==> config.mk <==
export PLATFORM = sky130hd
export DESIGN_NAME = teller_dispatch_ctrl
export DESIGN_NICKNAME = d
export VERILOG_FILES = /design/src/rtl/teller_dispatch_ctrl.sv
export SDC_FILE = /design/constraint.sdc
export NUM_CORES = 1
export LEC_CHECK = 0
export ABC_AREA = 1
export CELL_PAD_IN_SITES_DETAIL_PLACEMENT = 1
export CELL_PAD_IN_SITES_GLOBAL_PLACEMENT = 2
export CORE_UTILIZATION = 26
export CTS_BUF_LIST = sky130_fd_sc_hd__clkbuf_4
export CTS_CLUSTER_DIAMETER = 150
export DETAILED_ROUTE_END_ITERATION = 16
export GPL_TIMING_DRIVEN = 0
export PLACE_DENSITY = 0.71
export SLEW_MARGIN = 20
export SYNTH_ARGS = -nofsm -noshare
export SYNTH_HDL_FRONTEND = slang
export SYNTH_SLANG_ARGS = --single-unit
==> constraint.sdc <==
create_clock -name clk -period 2.9 [get_ports clk]
set_clock_uncertainty 0.2 [all_clocks]
set_input_delay 0.29 -clock clk [delete_from_list [all_inputs] [get_ports clk]]
set_output_delay 0.29 -clock clk [all_outputs]
set_load 0.005 [all_outputs]
==> src/rtl/teller_dispatch_ctrl.sv <==
// Round-robin dispatcher that calls the head customer to a free teller and tracks which desks are busy.
// Optional feature macro: NOSHOW_TIMEOUT_EN (unanswered calls time out and the no-show leaves the queue).
module teller_dispatch_ctrl #(
    parameter int N_TELLERS = 3,
    parameter int PCOUNT_W  = 3,
`ifdef NOSHOW_TIMEOUT_EN
    parameter int CALL_TMO  = 64,
`endif
    parameter int SVC_CNT_W = 16
) (
    input  logic                 clk,
    input  logic                 rst,
    input  logic [PCOUNT_W-1:0]  p_count,
    input  logic [N_TELLERS-1:0] teller_open,
    input  logic [N_TELLERS-1:0] teller_done,
    input  logic                 call_ack,
    output logic                 call_valid,
    output logic [1:0]           call_teller,
    output logic                 dequeue,
    output logic [N_TELLERS-1:0] busy,
    output logic [1:0]           t_count,
    output logic [SVC_CNT_W-1:0] served_cnt
);

    typedef enum logic [1:0] {IDLE, CALL, DEQ, SETTLE} state_t;

    state_t                 state;
    logic [1:0]             rr_ptr;
    logic [1:0]             rr_next;
    logic [3:0]             open_ext;
    logic [3:0]             elig_ext;
    logic [2:0]             cand;
    logic [2:0]             open_cnt;
    logic                   grant_found;
    logic [1:0]             grant_idx;
    logic                   abort;
    logic [N_TELLERS-1:0]   busy_clr;
    logic [N_TELLERS-1:0]   set_mask;

`ifdef NOSHOW_TIMEOUT_EN
    localparam int TMO_W = $clog2(CALL_TMO + 1);
    localparam logic [TMO_W-1:0] TMO_LAST = TMO_W'(CALL_TMO - 1);
    logic [TMO_W-1:0] tmo_cnt;
`endif

    always_comb begin
        // Padding to four entries keeps the 2-bit desk index in range for any legal N_TELLERS.
        open_ext = '0;
        open_ext[N_TELLERS-1:0] = teller_open;
        elig_ext = '0;
        elig_ext[N_TELLERS-1:0] = teller_open & ~busy;
        busy_clr = busy & ~teller_done;
        set_mask = '0;
        open_cnt = '0;
        for (int unsigned i = 0; i < N_TELLERS; i++) begin
            set_mask[i] = (call_teller == 2'(i));
            open_cnt    = open_cnt + 3'(teller_open[i]);
        end
        cand        = '0;
        grant_found = 1'b0;
        grant_idx   = '0;
        for (int unsigned k = 0; k < N_TELLERS; k++) begin
            cand = {1'b0, rr_ptr} + 3'(k);
            if (cand >= 3'(N_TELLERS))
                cand = cand - 3'(N_TELLERS);
            if (!grant_found && elig_ext[cand[1:0]]) begin
                grant_found = 1'b1;
                grant_idx   = cand[1:0];
            end
        end
        abort   = ~open_ext[call_teller] | (p_count == '0);
        rr_next = (call_teller == 2'(N_TELLERS - 1)) ? 2'd0 : call_teller + 2'd1;
    end

    always_ff @(posedge clk or posedge rst) begin
        if (rst) begin
            state       <= IDLE;
            call_valid  <= 1'b0;
            call_teller <= '0;
            dequeue     <= 1'b0;
            busy        <= '0;
            t_count     <= '0;
            served_cnt  <= '0;
            rr_ptr      <= '0;
`ifdef NOSHOW_TIMEOUT_EN
            tmo_cnt     <= '0;
`endif
        end else begin
            t_count <= (open_cnt > 3'd3) ? 2'd3 : open_cnt[1:0];
            dequeue <= 1'b0;
            busy    <= busy_clr;
            case (state)
                IDLE: begin
                    if (p_count != '0 && grant_found) begin
                        call_teller <= grant_idx;
                        call_valid  <= 1'b1;
                        state       <= CALL;
`ifdef NOSHOW_TIMEOUT_EN
                        tmo_cnt     <= '0;
`endif
                    end
                end
                CALL: begin
                    // Abort outranks a same-cycle ack; a set of busy outranks a same-cycle done.
                    if (abort) begin
                        call_valid <= 1'b0;
                        state      <= IDLE;
                    end else if (call_ack) begin
                        call_valid <= 1'b0;
                        dequeue    <= 1'b1;
                        busy       <= busy_clr | set_mask;
                        served_cnt <= served_cnt + SVC_CNT_W'(1);
                        rr_ptr     <= rr_next;
                        state      <= DEQ;
                    end
`ifdef NOSHOW_TIMEOUT_EN
                    else if (tmo_cnt == TMO_LAST) begin
                        call_valid <= 1'b0;
                        dequeue    <= 1'b1;
                        rr_ptr     <= rr_next;
                        state      <= SETTLE;
                    end else begin
                        tmo_cnt <= tmo_cnt + TMO_W'(1);
                    end
`endif
                end
                DEQ:     state <= SETTLE;
                SETTLE:  state <= IDLE;
                default: state <= IDLE;
            endcase
        end
    end

endmodule
==> summary.md, run 1 <==
| Metric | Value |
|---|---|
| Worst-skew pair later-pin latency | 320 ps |
| Per-cell routed wire length | 13.4 microns |
| GRT Overall Usage | 0.152 |
| Global route overflow | 0 |
| CP endpoint kind | flip-flop |
| Global-route wire length before repair | 7550 microns |
| Starting Density | 0.274 |
| Die span in y | 81.7 microns |
| DRC | 0 |
| Most frequent cells in the layout | nand2_1, clkdlybuf4s50_1, dfrtp_1, nand3_1, inv_1 |
| Synth Flop Type | dfrtp_1 |
| Antenna violations before repair | 0 |
| Area contributors post-synth | dfrtp_1, nand2_1, nand3_1 |
| Post-Place Cells | 324 |
| Pwr Density | 775 nW/um^2 |
| CP max FO | 6 |
| WP data required | 2960 ps |
| Arrival time worst endpoint | 1990 ps |
| Clock transition at path regs | 90 ps |
| Mapped Nets | 229 |
| Tcrit/Tclk final | 0.665 |
| Crit Path Class | reg -> reg |
| Fraction of layout instances using a drive strength above 1 | 0.0586 |
| Via density | 4.50 |
| Asr flop ratio synth | 1.00 |
| Io pins | 37 |
| Fin crit period | 1930 ps |
| Routed via count | 1488 |
| Worst reg-to-reg setup slack | 970 ps |
| Ys Warns | 0 |
| Biggest area consumer among synthesized cells | dfrtp_1 |
| Chip Width | 81.7 microns |
| CTS Hold Bufs | 0 |
| Core Region | 6030 sq um |
| Post-CTS Setup Inserts | 0 |
| DP Wirelength | 3430 microns |
| FILL cells | 749 |
| Outcome | finished, final reports clean |
| Port buffer count | 36 |
| Area of the die | 6670 sq um |
| Worst hold-check path type | in -> async |
| RSZ-0062 raised after global routing | no |
| Finished Layout Cells | 331 |
| Synth top area share | 0.440 |
| CTS resizes | 0 |
| # rows | 28 |
| Total Power | 1.67 mW |
| GP Congestion | 0.746 |
| Avg Inst Size Synth | 7.75 sq um |
| Worst reg2reg endpoint | call_teller[0] |
| Largest net degree at the start of global routing | 30 |
| Sequential fraction of the synthesis area | 0.440 |
| H-tree levels | 2 |
| CTS buffer count | 5 |
| Maximum clock frequency | 518 MHz |
| Layout area overhead | 30.5% |
| WHS | 170 ps |
| Beginning of the critical path | rr_ptr[0] |
| R2r worst-path depth | 11 |
| Antenna Cells | 0 |
| Setup TNS | 0 ps |
| Syn Inst Count | 213 |
| Worst Tran Pin Value | 648 ps |
| Num Clock Sinks | 29 |
| CTS root buffer | clkbuf_4 |
| Final hold vios | 0 |
| Max_cap viols | 0 |
| Most common cell after layout, fill and taps aside | nand2_1 |
| Worst reg2reg startpoint | rr_ptr[0] |
| Yosys cell types | 23 |
| Maximum vdd drop | 0.246 mV |
| # setup viols final | 0 |
| Router iterations before antenna repair | 4 |
| Vias in the first global route | 1564 |
| ANT nets after route | 0 |
| Fin nets | 272 |
| Post-Syn Area | 1650 sq um |
| Number of synthesized register bits | 29 |
| Slew Limit Fails | 0 |
| CTS tree | yes |
| Clock tree buffer depth | 2 |
| Post-synth EDFFs | 0 |
| Max-Slew Margin vs Limit | 0.567 |
| DR iter-0 viols | 45 |
| LEAKAGE | 0.970 nW |
| Routed WL | 4440 microns |
| Critical Path Source Type | flip-flop |
state kept, by name, summed over array words and instances (netlist names), named ones only:
name and count:
served_cnt 16, busy 3, call_teller 2, rr_ptr 2
t_count 2, call_valid 1, dequeue 1, state 1
per-stage QoR:
stage	utilization	cell area, sq um	setup WS, ps
after floorplan	-	1650	1250
after detailed placement	0.349	2100	795
after global placement	0.349	2100	808
after global routing	0.357	2150	819
after CTS	0.357	2150	956
final	0.357	2150	971
area by class of cell:
| class | count | area [sq um] | share of cell area |
|---|---|---|---|
| clock inverter | 1 | 3.75 | 0.00174 |
| inverter | 24 | 92.6 | 0.0430 |
| tap | 75 | 93.8 | 0.0436 |
| buffer | 2 | 22.5 | 0.0105 |
| sequential | 29 | 726 | 0.337 |
| timing repair buffer | 36 | 360 | 0.167 |
| multi-input combinational | 158 | 810 | 0.376 |
| clock buffer | 6 | 45.0 | 0.0209 |
worst max-delay path, cell delays in order (launching register included):
cell and delay [ps]:
dfrtp_1 370, inv_1 60, ha_1 370, inv_1 130
nand3_1 80, nand2_1 90, a21oi_1 70, nand3_1 110
nand2_1 90, nor2_1 170, nand2_1 80, nand2_1 60
report_power, final:
group	internal [mW]	leakage [nW]	switching, mW
clock network	0.0973	0.0292	0.142
logic	0.354	0.558	0.452
registers	0.511	0.383	0.112
per-layer routing:
metal	wire length (microns)	share of wire	GRT usage	vias to the layer above
met4	72	0.016	0.0579	0
met3	115	0.026	0.0311	5
li1	-	-	-	758
met5	0	0	0	-
met1	2220	0.50	0.197	700
met2	2030	0.46	0.247	25
how the worst max path moves through the flow:
stage / end / slack [ps] / cells past startpoint
CTS: served_cnt[14] / 960 / 7
floorplan: served_cnt[14] / 1250 / 7
finish: call_teller[0] / 970 / 11
global route: call_teller[0] / 820 / 12
detailed placement: served_cnt[4] / 800 / 9
global placement: served_cnt[14] / 810 / 9
cell families (layout without fill, tap and decap cells):
logic type      Yosys count  count (layout)  share of synthesized area
simple gates            119             119                      0.312
flops                    29              29                      0.440
buf+inv                  26              69                     0.0697
compound gates           20              20                     0.0637
xor+xnor                 15              15                     0.0796
fa+ha+maj                 4               4                     0.0349
cells in the mapped netlist (3+ instances only):
| master | number |
|---|---|
| o21ai_1 | 6 |
| dfrtp_1 | 29 |
| nand3_1 | 25 |
| nand2_1 | 67 |
| inv_1 | 22 |
| ha_1 | 3 |
| xnor2_1 | 5 |
| o21ai_0 | 10 |
| xor2_1 | 10 |
| nor2_1 | 20 |
(Power assumes the default switching activity.)
==> run 2, diff against run 1 <==
clock period = 1.9 ns   (was 2.9 ns; I/O delays follow)
==> run 2 against run 1 <==
- critical path depth unchanged
- critical path type unchanged
- non-clock buffer count grew 1
- largest power group unchanged
- final cell count is 0.30% higher
- critical endpoint unchanged
==> summary.md, run 2 (same netlist as run 1, synthesis figures left out) <==
| Metric | Value |
|---|---|
| Max-Slew Margin vs Limit | 0.569 (was 0.567) |
| Crit Path Class | reg -> reg (unchanged) |
| Worst-skew pair later-pin latency | 320 ps (about the same) |
| CTS tree | yes (unchanged) |
| LEAKAGE | 0.976 nW (was 0.970 nW) |
| Clock tree buffer depth | 2 (unchanged) |
| Slowest-stage cell, CP | dfrtp_1 (unchanged) |
| CTS buffer count | 5 (unchanged) |
| Area of the die | 6670 sq um (unchanged) |
| # setup viols final | 0 (unchanged) |
| Global route overflow | 0 (unchanged) |
| Most flop-heavy register | served_cnt (unchanged) |
| Via density | 4.55 (was 4.50) |
| Starting Density | 0.274 (unchanged) |
| Largest net degree at the start of global routing | 30 (unchanged) |
| Clock share of power | 0.131 (was 0.143) |
| Crit-path max cell delay | 420 ps (was 370 ps) |
| Worst hold-check path type | in -> async (unchanged) |
| Maximum vdd drop | 0.414 mV (was 0.246 mV) |
| Max_cap viols | 0 (unchanged) |
| Switch share | 0.425 (was 0.423) |
| DRC | 0 (unchanged) |
| Routed via count | 1512 (was 1488) |
| GRT Overall Usage | 0.152 (unchanged) |
| # rows | 28 (unchanged) |
| Fin crit period | 1780 ps (was 1930 ps) |
| Crit path buffers/inverters | 2 (unchanged) |
| FILL cells | 740 (was 749) |
| CP endpoint kind | flip-flop (unchanged) |
| CTS root buffer | clkbuf_4 (unchanged) |
| Router iterations before antenna repair | 4 (unchanged) |
| Design Area, Final | 2240 sq um (was 2150 sq um) |
| Chip Width | 81.7 microns (unchanged) |
| GP Congestion | 0.746 (unchanged) |
| Most common cell after layout, fill and taps aside | nand2_1 (unchanged) |
| Switching pwr | 1.17 mW (was 0.706 mW) |
| Most frequent cells in the layout | nand2_1, clkdlybuf4s50_1, dfrtp_1, nand3_1 (was nand2_1, clkdlybuf4s50_1, dfrtp_1, nand3_1, inv_1) |
| Layout area overhead | 35.6% (was 30.5%) |
| Num Clock Sinks | 29 (unchanged) |
| Arrival time worst endpoint | 1800 ps (was 1990 ps) |
| Max reg flops | 16 (unchanged) |
| RSZ-0062 raised after global routing | yes (was no) |
| Die span in y | 81.7 microns (unchanged) |
| DR iter-0 viols | 45 (unchanged) |
| Core Region | 6030 sq um (unchanged) |
| Slew Limit Fails | 0 (unchanged) |
| Top flop regs | served_cnt x16, busy x3 (unchanged) |
| WP data required | 1920 ps (was 2960 ps) |
| Outcome | finished, final reports clean (unchanged) |
| Sequential Area | 729 sq um (was 726 sq um) |
| CP max FO | 6 (unchanged) |
| Maximum clock frequency | 561 MHz (was 518 MHz) |
| Tcrit/Tclk final | 0.939 (was 0.665) |
| H-tree levels | 2 (unchanged) |
| Cell Area, Placed | 2100 sq um (unchanged) |
| Seq pwr share | 0.346 (was 0.373) |
| Pint | 1.59 mW (was 0.962 mW) |
| Final hold vios | 0 (unchanged) |
| Io pins | 37 (unchanged) |
| DP Wirelength | 3430 microns (unchanged) |
| Critical Path Source Type | flip-flop (unchanged) |
| Fraction of layout instances using a drive strength above 1 | 0.132 (was 0.0586) |
| Vias in the first global route | 1564 (unchanged) |
| Clock transition at path regs | 90 ps (about the same) |
| Pwr Density | 1230 nW/um^2 (was 775 nW/um^2) |
| Gate power share | 0.523 (was 0.484) |
| Worst Tran Pin Value | 646 ps (was 648 ps) |
| Port buffer count | 36 (unchanged) |
| ANT nets after route | 0 (unchanged) |
| Fin nets | 273 (was 272) |
| Routed WL | 4490 microns (was 4440 microns) |
| Antenna violations before repair | 0 (unchanged) |
| Per-cell routed wire length | 13.5 microns (was 13.4 microns) |
| CP cell instances | inv_2 > ha_4 > inv_4 > nand3_2 > nand2_2 > a21oi_2 > nand3_2 > nand2_2 > nor2_2 > nand2_1 > nand2_1 (was inv_1 > ha_1 > inv_1 > nand3_1 > nand2_1 > a21oi_1 > nand3_1 > nand2_1 > nor2_1 > nand2_1 > nand2_1) |
| Crit path max-delay family | simple AND/OR/NAND/NOR gates (unchanged) |
| Global-route wire length before repair | 7550 microns (unchanged) |
| Footprint of the multi-input gates | 871 sq um (was 810 sq um) |
| CTS Hold Bufs | 0 (unchanged) |
| Total Power | 2.76 mW (was 1.67 mW) |
| Antenna Cells | 0 (unchanged) |
run 2: cell count changes in the layout (fill, tap and decap cells not counted), moves of 2 or more:
cell     previous run  this run
dfrtp_1            29        26
dfrtp_2             0         3
ha_1                3         1
ha_4                0         2
inv_1              21        18
nand2_1            67        64
nand2_2             0         3
nand3_1            25        21
nand3_2             1         5
nor2_1             20        18
nor2_2              0         2
run 2: final timing paths:
check	startpoint	end	slack (ps)	cells past startpoint
worst max-delay path	rr_ptr[0]	call_teller[0]	120	11
worst min-delay path	rst	served_cnt[10]	70	2
worst max register to register	rr_ptr[0]	call_teller[0]	120	11
worst min register to register	state[0]	state[0]	300	1
max in group asynchronous	rst	served_cnt[1]	970	2
min in group clk	teller_done[1]	busy[1]	220	2
run 2: metrics by stage:
stage | std cells | hold slack (ps) | util | setup TNS [ps] | worst slack, ps
2_1_floorplan | 213 | 68.1 | - | 0 | 253
3_3_place_gp | 324 | 292 | 0.349 | -978 | -92.4
3_5_place_dp | 324 | 291 | 0.349 | -1240 | -105
4_1_cts | 331 | 88.8 | 0.358 | 0 | 6.75
5_1_grt | 332 | 110 | 0.371 | -43.1 | -29.0
6_report | 332 | 69.2 | 0.371 | 0 | 117
run 2: cell type report:
class	count	share of cell area
Timing Repair Buffer	37	0.164
Clock buffer	6	0.0201
Tap cell	75	0.0419
Clock inverter	1	0.00168
Multi-Input combinational cell	158	0.389
Sequential cell	29	0.326
Buffer	2	0.0117
Inverter	24	0.0447
run 2: metal layers:
metal / vias to the layer above / GRT usage / wire (microns)
met3: 5 / 0.0311 / 124
met1: 715 / 0.197 / 2170
li1: 765 / - / -
met2: 27 / 0.247 / 2110
met4: 0 / 0.0579 / 72
met5: - / 0 / 0
run 2: power by group through the flow:
stage	logic (mW)	registers (mW)	clock network, mW
after floorplan	0.763	0.932	0
after global placement	1.23	0.963	0
after detailed placement	1.25	0.965	0
after CTS	1.26	0.957	0.390
after global routing	1.65	0.986	0.411
final	1.44	0.956	0.362
run 2: repair_timing:
action | in CTS | in global routing
gates resized for setup | 3 | 21
endpoints found under the setup margin | 4 | 10
buffers inserted | 0 | 1
pin swaps | 0 | 5
gates cloned | 0 | 0
run 2: worst reg2reg max path, stage by stage, from the launching register on:
cell and delay, ps:
dfrtp_1 420, inv_2 70, ha_4 310, inv_4 40, nand3_2 70, nand2_2 80, a21oi_2 150, nand3_2 110
nand2_2 100, nor2_2 50, nand2_1 50, nand2_1 40
